$ cat config.mk
export PLATFORM = sky130hd
export DESIGN_NAME = vga_sync_timing
export DESIGN_NICKNAME = d
export VERILOG_FILES = /design/src/rtl/vga_sync_timing_pkg.sv /design/src/rtl/vga_sync_timing_axis.sv /design/src/rtl/vga_sync_timing.sv
export SDC_FILE = /design/constraint.sdc
export NUM_CORES = 1
export LEC_CHECK = 0
export CORE_MARGIN = 4
export CORE_UTILIZATION = 35
export CTS_CLUSTER_DIAMETER = 40
export DETAILED_ROUTE_END_ITERATION = 10
export HOLD_SLACK_MARGIN = 0.05
export PLACE_DENSITY_LB_ADDON = 0.25
export SLEW_MARGIN = 5
export SYNTH_ARGS = -nofsm -noshare
export SYNTH_HDL_FRONTEND = slang
export SYNTH_HIERARCHICAL = 1
export SYNTH_SLANG_ARGS = --single-unit
$ cat constraint.sdc
create_clock -name clk -period 2.7 [get_ports clk]
set_input_delay 0.54 -clock clk [delete_from_list [all_inputs] [get_ports clk]]
set_output_delay 0.54 -clock clk [all_outputs]
set_load 0.03 [all_outputs]
$ cat src/rtl/vga_sync_timing_pkg.sv
// Shared 640x480@60 raster timing constants.
// The raster generator and the drawing logic both import this package, so
// screen-edge geometry and sync timing come from one set of numbers.
package vga_sync_timing_pkg;

  localparam int CNT_W = 10;
  typedef logic [CNT_W-1:0] coord_t;

  // Horizontal timing, in pixels
  localparam int VGA_H_VISIBLE = 640;
  localparam int VGA_H_FRONT   = 16;
  localparam int VGA_H_SYNC    = 96;
  localparam int VGA_H_BACK    = 48;
  localparam int VGA_H_TOTAL   = VGA_H_VISIBLE + VGA_H_FRONT + VGA_H_SYNC + VGA_H_BACK;

  // Vertical timing, in lines
  localparam int VGA_V_VISIBLE = 480;
  localparam int VGA_V_FRONT   = 10;
  localparam int VGA_V_SYNC    = 2;
  localparam int VGA_V_BACK    = 33;
  localparam int VGA_V_TOTAL   = VGA_V_VISIBLE + VGA_V_FRONT + VGA_V_SYNC + VGA_V_BACK;

  // 640x480@60 uses negative-going syncs
  localparam bit VGA_SYNC_ACTIVE_LOW = 1'b1;

  // Pin level for a sync pulse: asserted XOR polarity
  function automatic logic sync_level(input logic asserted, input bit active_low);
    return asserted ^ active_low;
  endfunction

endpackage

$ cat src/rtl/vga_sync_timing_axis.sv
// sync_axis_counter: one raster axis (horizontal or vertical).
// Counts 0..TOTAL-1 on en and wraps. active and sync are registered from the
// next count, so they change in the same clk as the count they describe.
//   clk, rst    clock, synchronous active-high reset
//   en          advance the count by one
//   count       current position
//   wrap        en is high and count is at TOTAL-1 (count goes to 0 next edge)
//   active      count < VISIBLE
//   sync        pin-level sync (polarity applied)
module sync_axis_counter
  import vga_sync_timing_pkg::*;
#(
  parameter int VISIBLE    = VGA_H_VISIBLE,
  parameter int FRONT      = VGA_H_FRONT,
  parameter int SYNC       = VGA_H_SYNC,
  parameter int BACK       = VGA_H_BACK,
  parameter bit ACTIVE_LOW = VGA_SYNC_ACTIVE_LOW
) (
  input  logic   clk,
  input  logic   rst,
  input  logic   en,
  output coord_t count,
  output logic   wrap,
  output logic   active,
  output logic   sync
);

  localparam int     TOTAL   = VISIBLE + FRONT + SYNC + BACK;
  localparam coord_t LAST    = coord_t'(TOTAL - 1);
  localparam coord_t VIS_END = coord_t'(VISIBLE);
  localparam coord_t SYNC_LO = coord_t'(VISIBLE + FRONT);
  localparam coord_t SYNC_HI = coord_t'(VISIBLE + FRONT + SYNC);

  coord_t nxt;

  assign wrap = en && (count == LAST);

  always_comb begin
    nxt = count;
    if (en) nxt = (count == LAST) ? '0 : count + 1'b1;
  end

  always_ff @(posedge clk) begin
    if (rst) begin
      count  <= '0;
      active <= 1'b0;
      sync   <= ACTIVE_LOW;
    end else begin
      count  <= nxt;
      active <= (nxt < VIS_END);
      sync   <= sync_level((nxt >= SYNC_LO) && (nxt < SYNC_HI), ACTIVE_LOW);
    end
  end

endmodule

$ cat src/rtl/vga_sync_timing.sv
// vga_sync_timing: VGA raster timing from the system clock.
// A divider produces a one-clk pixel slot; a horizontal axis counter advances
// per slot and a vertical one advances on each horizontal wrap.
//   clk            system clock
//   Reset          synchronous active-high reset
//   pix_en         one-clk pulse per pixel slot (constant 1 when CLK_DIV=1)
//   CounterX/Y     raster position, held for CLK_DIV clks
//   inDisplayArea  position is inside the visible window
//   vga_h_sync     horizontal sync pin
//   vga_v_sync     vertical sync pin
//   line_start     one clk, the clk CounterX becomes 0
//   frame_start    one clk, the clk CounterX and CounterY both become 0
module vga_sync_timing
  import vga_sync_timing_pkg::*;
#(
  parameter int CLK_DIV         = 2,
  parameter int H_VISIBLE       = VGA_H_VISIBLE,
  parameter int H_FRONT         = VGA_H_FRONT,
  parameter int H_SYNC          = VGA_H_SYNC,
  parameter int H_BACK          = VGA_H_BACK,
  parameter int V_VISIBLE       = VGA_V_VISIBLE,
  parameter int V_FRONT         = VGA_V_FRONT,
  parameter int V_SYNC          = VGA_V_SYNC,
  parameter int V_BACK          = VGA_V_BACK,
  parameter bit SYNC_ACTIVE_LOW = VGA_SYNC_ACTIVE_LOW
) (
  input  logic       clk,
  input  logic       Reset,
  output logic       pix_en,
  output logic [9:0] CounterX,
  output logic [9:0] CounterY,
  output logic       inDisplayArea,
  output logic       vga_h_sync,
  output logic       vga_v_sync,
  output logic       line_start,
  output logic       frame_start
);

  localparam int H_TOTAL = H_VISIBLE + H_FRONT + H_SYNC + H_BACK;
  localparam int V_TOTAL = V_VISIBLE + V_FRONT + V_SYNC + V_BACK;
  localparam int DIV_W   = (CLK_DIV > 1) ? $clog2(CLK_DIV) : 1;
  localparam logic [DIV_W-1:0] DIV_LAST = DIV_W'(CLK_DIV - 1);

  if (H_TOTAL > (1 << CNT_W) || V_TOTAL > (1 << CNT_W)) begin : g_bad_total
    $error("vga_sync_timing: H_TOTAL/V_TOTAL do not fit the coordinate width");
  end
  if (CLK_DIV < 1) begin : g_bad_div
    $error("vga_sync_timing: CLK_DIV must be at least 1");
  end

  logic [DIV_W-1:0] div;
  logic             tick;
  logic             h_wrap, v_wrap;
  logic             h_active, v_active;

  // tick is the edge on which the counters move; pix_en is its registered
  // copy, so pix_en is high in the clk that shows the freshly updated position.
  assign tick = (div == DIV_LAST);

  always_ff @(posedge clk) begin
    if (Reset) begin
      div         <= '0;
      pix_en      <= 1'b0;
      line_start  <= 1'b0;
      frame_start <= 1'b0;
    end else begin
      div         <= tick ? '0 : div + 1'b1;
      pix_en      <= tick;
      line_start  <= h_wrap;
      frame_start <= h_wrap && v_wrap;
    end
  end

  sync_axis_counter #(
    .VISIBLE(H_VISIBLE), .FRONT(H_FRONT), .SYNC(H_SYNC), .BACK(H_BACK),
    .ACTIVE_LOW(SYNC_ACTIVE_LOW)
  ) u_h (
    .clk(clk), .rst(Reset), .en(tick),
    .count(CounterX), .wrap(h_wrap), .active(h_active), .sync(vga_h_sync)
  );

  // h_wrap already includes tick, so the vertical axis moves once per line
  sync_axis_counter #(
    .VISIBLE(V_VISIBLE), .FRONT(V_FRONT), .SYNC(V_SYNC), .BACK(V_BACK),
    .ACTIVE_LOW(SYNC_ACTIVE_LOW)
  ) u_v (
    .clk(clk), .rst(Reset), .en(h_wrap),
    .count(CounterY), .wrap(v_wrap), .active(v_active), .sync(vga_v_sync)
  );

  assign inDisplayArea = h_active & v_active;

endmodule
# [Yosys cells after proc, flatten, opt, wreduce, memory -nomap -nowiden]
# Cells that the tools add are included.
# W data, S select, Z words.
[totals] reg_bits=28 latch_bits=0 ramBits=0 mem_bits_ro=0 out_inout_bits=26 n_memories=0
[op_classes] add_sub_neg=3 mul=0 div_mod_pow=0 magnitude_cmp=6 n_eq_ne=2 n_shift=0 muxes=4 bitwise_logic=3 reduce_logical=6
[op_table] operator="$mux W10" count=4
[op_table] operator="$add A10 B1 Y10 const B" count=2
[op_table] operator="$eq A10 B10 Y1 const B" count=2
[op_table] operator="$lt A10 B10 Y1 const B" count=2
[op_table] operator="$lt A10 B9 Y1 const B" count=2
[op_table] operator="$ge A10 B10 Y1 const B" count=1
[op_table] operator="$ge A10 B9 Y1 const B" count=1
[op_table] operator="$logic_and A1 B1 Y1" count=5
[op_table] operator="$not A1 Y1" count=2
[op_table] operator="$reduce_or A2 Y1" count=1
[op_table] operator="$add A1 B1 Y1 const B" count=1
[op_table] operator="$and A1 B1 Y1" count=1

# [Depth between registers and ports, before layout]
[logic_depth] ltp_word=6 depth_mapped=9

# [By module]
# The synthesis kept the hierarchy.
[modules_own_cells] mod="sync_axis_counter (u_h)" instances=1 cells_each=85 area_per_inst_um2=703.2 seq_area_each_um2=240.2
[modules_own_cells] mod="sync_axis_counter (u_v)" instances=1 cells_each=74 area_per_inst_um2=690.7 seq_area_each_um2=240.2
[modules_own_cells] mod="vga_sync_timing" instances=1 cells_each=9 area_per_inst_um2=111.4 seq_area_each_um2=80.1

# [Least setup slack after synthesis]
# Ideal clock, no wire load.
[synth_path] path_kind="register to register" from="register u_h.count[0]" to="register u_v.sync" arrival_time_ns=2.327 slack_ns=0.238 stages_incl_launch_ff=10 period_less_slack_ns=2.462 cell_sequence="dfxtp_1 -> ha_1 -> and4b_1 -> nand2_1 -> nor2_1 -> buf_6 -> and4_2 -> nand4_1 -> a2111oi_0 -> nand4_1"
[synth_via] elab_chain_cells=6
[synth_rtl] element="from (decl)" line="vga_sync_timing_axis.sv:22" rtl="output coord_t count,"
[synth_rtl] element="from (signal assigned)" line="vga_sync_timing_axis.sv:49" rtl="count <= nxt;"
[synth_rtl] element="$eq A10 B10 Y1 *" line="vga_sync_timing_axis.sv:36" rtl="assign wrap = en && (count == LAST);"
[synth_rtl] element="$logic_and A1 B1 Y1 *" line="vga_sync_timing_axis.sv:36"
[synth_rtl] element="net h_wrap" line="vga_sync_timing.sv:53" rtl="logic h_wrap, v_wrap;"
[synth_rtl] element="$mux W10 *" line="vga_sync_timing_axis.sv:40" rtl="if (en) nxt = (count == LAST) ? '0 : count + 1'b1;"
[synth_rtl] element="$ge A10 B9 Y1 or $lt A10 B9 Y1 (tied branches)" line="vga_sync_timing_axis.sv:51" rtl="sync <= sync_level((nxt >= SYNC_LO) && (nxt < SYNC_HI), ACTIVE_LOW);"
[synth_rtl] element="$logic_and A1 B1 Y1 *" line="vga_sync_timing_axis.sv:51"
[synth_rtl] element="$not A1 Y1 (no line) *"
[synth_rtl] element="to (signal assigned)" line="vga_sync_timing_axis.sv:51"
[synth_rtl] element="to (decl)" line="vga_sync_timing_axis.sv:25" rtl="output logic sync"
# The timed path passes the listed nets; every way through them passes the cells marked *.
# A chain may end at the register's enable or synchronous reset.

# [Worst setup path after layout]
[layout_path] from="register u_h.count[1]" to="register u_v.sync"
# The elaborated chain is that of the path after synthesis.

==> summary.md <==
| Metric | Value |
|---|---|
| Clock Path Buffers | `2` |
| Core area | `4090 um^2` |
| WS Path Type | `register to register` |
| GPL Wtd Cong | `0.815` |
| Clock-pin slew on the worst setup and hold paths | `0.10 ns` |
| RSZ-0062 raised after global routing | `no` |
| Layout cells sized above 1 | `0.168` |
| Drt drc | `0` |
| Post-synth EDFFs | `0` |
| Total die area | `5410 um^2` |
| Top-count cell post-synth | `dfxtp_1` |
| Port Buf Inserts | `27` |
| VDD IR-drop max | `0.000322 V` |
| Worst-skew pair later-pin latency | `0.27 ns` |
| Min Tclk post-route | `2.43 ns` |
| First-pass DRT Iterations | `4` |
| Largest fanout on the critical path | `11` |
| Dpl ws | `0.260 ns` |
| TNS Setup | `0 ns` |
| First-pass GRT wire length | `6150 um` |
| Worst-Margin Slew | `0.530 ns` |
| Pwr/cell area | `410 nW/um^2` |
| Die X-Extent | `73.6 um` |
| Vias per cell | `5.49` |
| Post-Syn Instances | `168` |
| Total CTS buffers | `3` |
| Initial antenna violation count | `0` |
| Tcrit/Tclk final | `0.901` |
| Comb pwr share | `0.055` |
| Total gr overflow | `0` |
| Final Hold Vio Count | `0` |
| CTS tree | `yes` |
| Layout Skew | `0.00182 ns` |
| Slew headroom | `0.645` |
| Max cap viols | `0` |
| Clk pwr share | `0.416` |
| Vias in the first global route | `1311` |
| Mapped Avg Cell Area | `8.96 um^2` |
| Synth cell count leaders | `28 x dfxtp_1, 14 x nor2_1, 10 x nand2_1` |
| Worst endpoint required time | `2.85 ns` |
| Net load switching power | `0.000161 W` |
| N_diodes | `0` |
| Max Clk Rate | `411 MHz` |
| Chip height | `73.6 um` |
| Seq/Total Area, Yosys | `0.372` |
| Top Ports | `28` |
| Fin nets | `208` |
| Post-synth top area share | `0.372` |
| CP endpoint kind | `register` |
| Max-slew violations | `0` |
| Fill cell count | `385` |
| Status | `finished, final reports clean` |
| Hpwl dp | `2670 um` |
| Hold WS | `0.574 ns` |
| Power share of the sequential group | `0.529` |
| Initial DRC Count | `89` |
| Syn_nets | `173` |
| Ys async rst share | `0` |
| CP Launch Type | `register` |
| Initial Utilization | `0.368` |
| Vias post-DR | `1383` |
| Yosys top cell by area | `dfxtp_1` |
| CTS sink count | `28` |
| DRT Wirelength | `3630 um` |
| Tot GR Track Use | `0.142` |
| CTS H-tree lvls | `1` |
| Hold WC Path Type | `register to register` |
| Core Rows | `23` |
| CP arrival | `2.58 ns` |
| Post-Syn Area | `1510 um^2` |
| Top post-synthesis cells by area | `dfxtp_1 37%, nor2_1 3.5%, nand4_1 2.9%` |
| Synthesis-to-layout area growth | `29.1%` |
| Sw Share | `0.202` |
| #FFs+latches synth | `28` |
| Distinct cells, synth | `51` |
| P_leak | `0.715 nW` |
| Top FF cell, synth | `dfxtp_1` |
| Int Pwr | `0.000635 W` |
| Antenna viol nets, final | `0` |
| Root buf cell | `clkbuf_8` |
| DR WL/cell | `14.4 um` |
| Yosys warns | `6` |
| Pin count of the biggest net entering global routing | `17` |
| PnR worst setup slack | `0.268 ns` |
| Final setup fails | `0` |
[cells by family after synthesis]
family / count (synthesis) / synth area share
AOI/OAI and AO/OA: 35 / 0.178
xor gates and xnor gates: 9 / 0.0524
adders and majority gates: 3 / 0.0249
buffers and inverters: 12 / 0.0399
DFF: 28 / 0.372
muxes: 3 / 0.0208
and+or+nand+nor: 78 / 0.312
[timing repair]
action                                  in CTS  in global routing
gates resized for setup                      0                  2
hold buffers                                 0                  0
endpoints found under the setup margin       0                  1
buffers inserted                             0                  0
[worst paths after layout]
path           startpoint            to  slack, ns  depth (start not counted)
max          u_h/count[1]      u_v/sync       0.27                          9
min          u_h/count[1]  u_h/count[1]       0.57                          2
max reg2reg  u_h/count[1]      u_v/sync       0.27                          9
min reg2reg  u_h/count[1]  u_h/count[1]       0.57                          2
[layout by cell type, fill, tap and decap left out, drive strengths merged, types with 2 or more instances in the layout]
cell type / count
buf: 9
nand4: 8
nand4b: 2
and4: 2
mux2i: 2
o21ai: 5
nor3: 4
ha: 3
nand3b: 2
nor2b: 3
o22ai: 2
xor2: 4
nor2: 14
nand2b: 4
nand3: 8
and4b: 2
inv: 6
or3: 5
and2: 2
and3: 5
a21oi: 9
nand2: 10
o21ba: 3
clkbuf: 3
clkdlybuf4s50: 27
a31oi: 5
o21a: 2
or4: 3
xnor2: 5
dfxtp: 28
[flip-flops by register name, summed over array words and instances (netlist names)]
signal,flops
line_start,1
u_v/count,10
u_v/sync,1
frame_start,1
u_h/active,1
pix_en,1
u_v/active,1
u_h/sync,1
div,1
u_h/count,10
[worst max-delay path: stages, from the launching register on]
cell       delay (ns)
dfxtp_1          0.47
ha_2             0.29
and4b_1          0.24
nand2_1          0.09
nor2_1           0.12
buf_4            0.19
and4_2           0.29
nand4_1          0.12
a2111oi_1        0.36
nand4_1          0.13
[stage by stage]
stage,utilization,power (W),area (um^2),cells
after floorplan,-,0.000455,1510,168
after global placement,0.457,0.000474,1870,248
after detailed placement,0.457,0.000474,1870,248
after CTS,0.475,0.000810,1940,252
after global routing,0.476,0.000833,1940,252
final,0.476,0.000796,1940,252
[layout make-up]
type	count	area [um^2]	share of cell area
multi-input combinational	128	888	0.457
sequential	28	561	0.288
timing repair buffer	36	338	0.174
tap	50	62.6	0.0322
clock buffer	3	41.3	0.0212
clock inverter	1	30.0	0.0155
inverter	6	22.5	0.0116
[routing by layer]
layer | track usage | wire length [um]
met5 | 0 | 0
met4 | 0.0543 | 36
met3 | 0.0287 | 163
met2 | 0.216 | 1690
met1 | 0.197 | 1740
[power groups by stage]
stage	sequential [W]	combinational [W]	clock, W
6_report	0.000421	0.0000435	0.000331
5_1_grt	0.000423	0.0000481	0.000362
4_1_cts	0.000421	0.0000437	0.000344
3_5_place_dp	0.000431	0.0000435	0
3_3_place_gp	0.000431	0.0000431	0
2_1_floorplan	0.000438	0.0000172	0
Note: power is estimated with default switching activity, not from simulation.
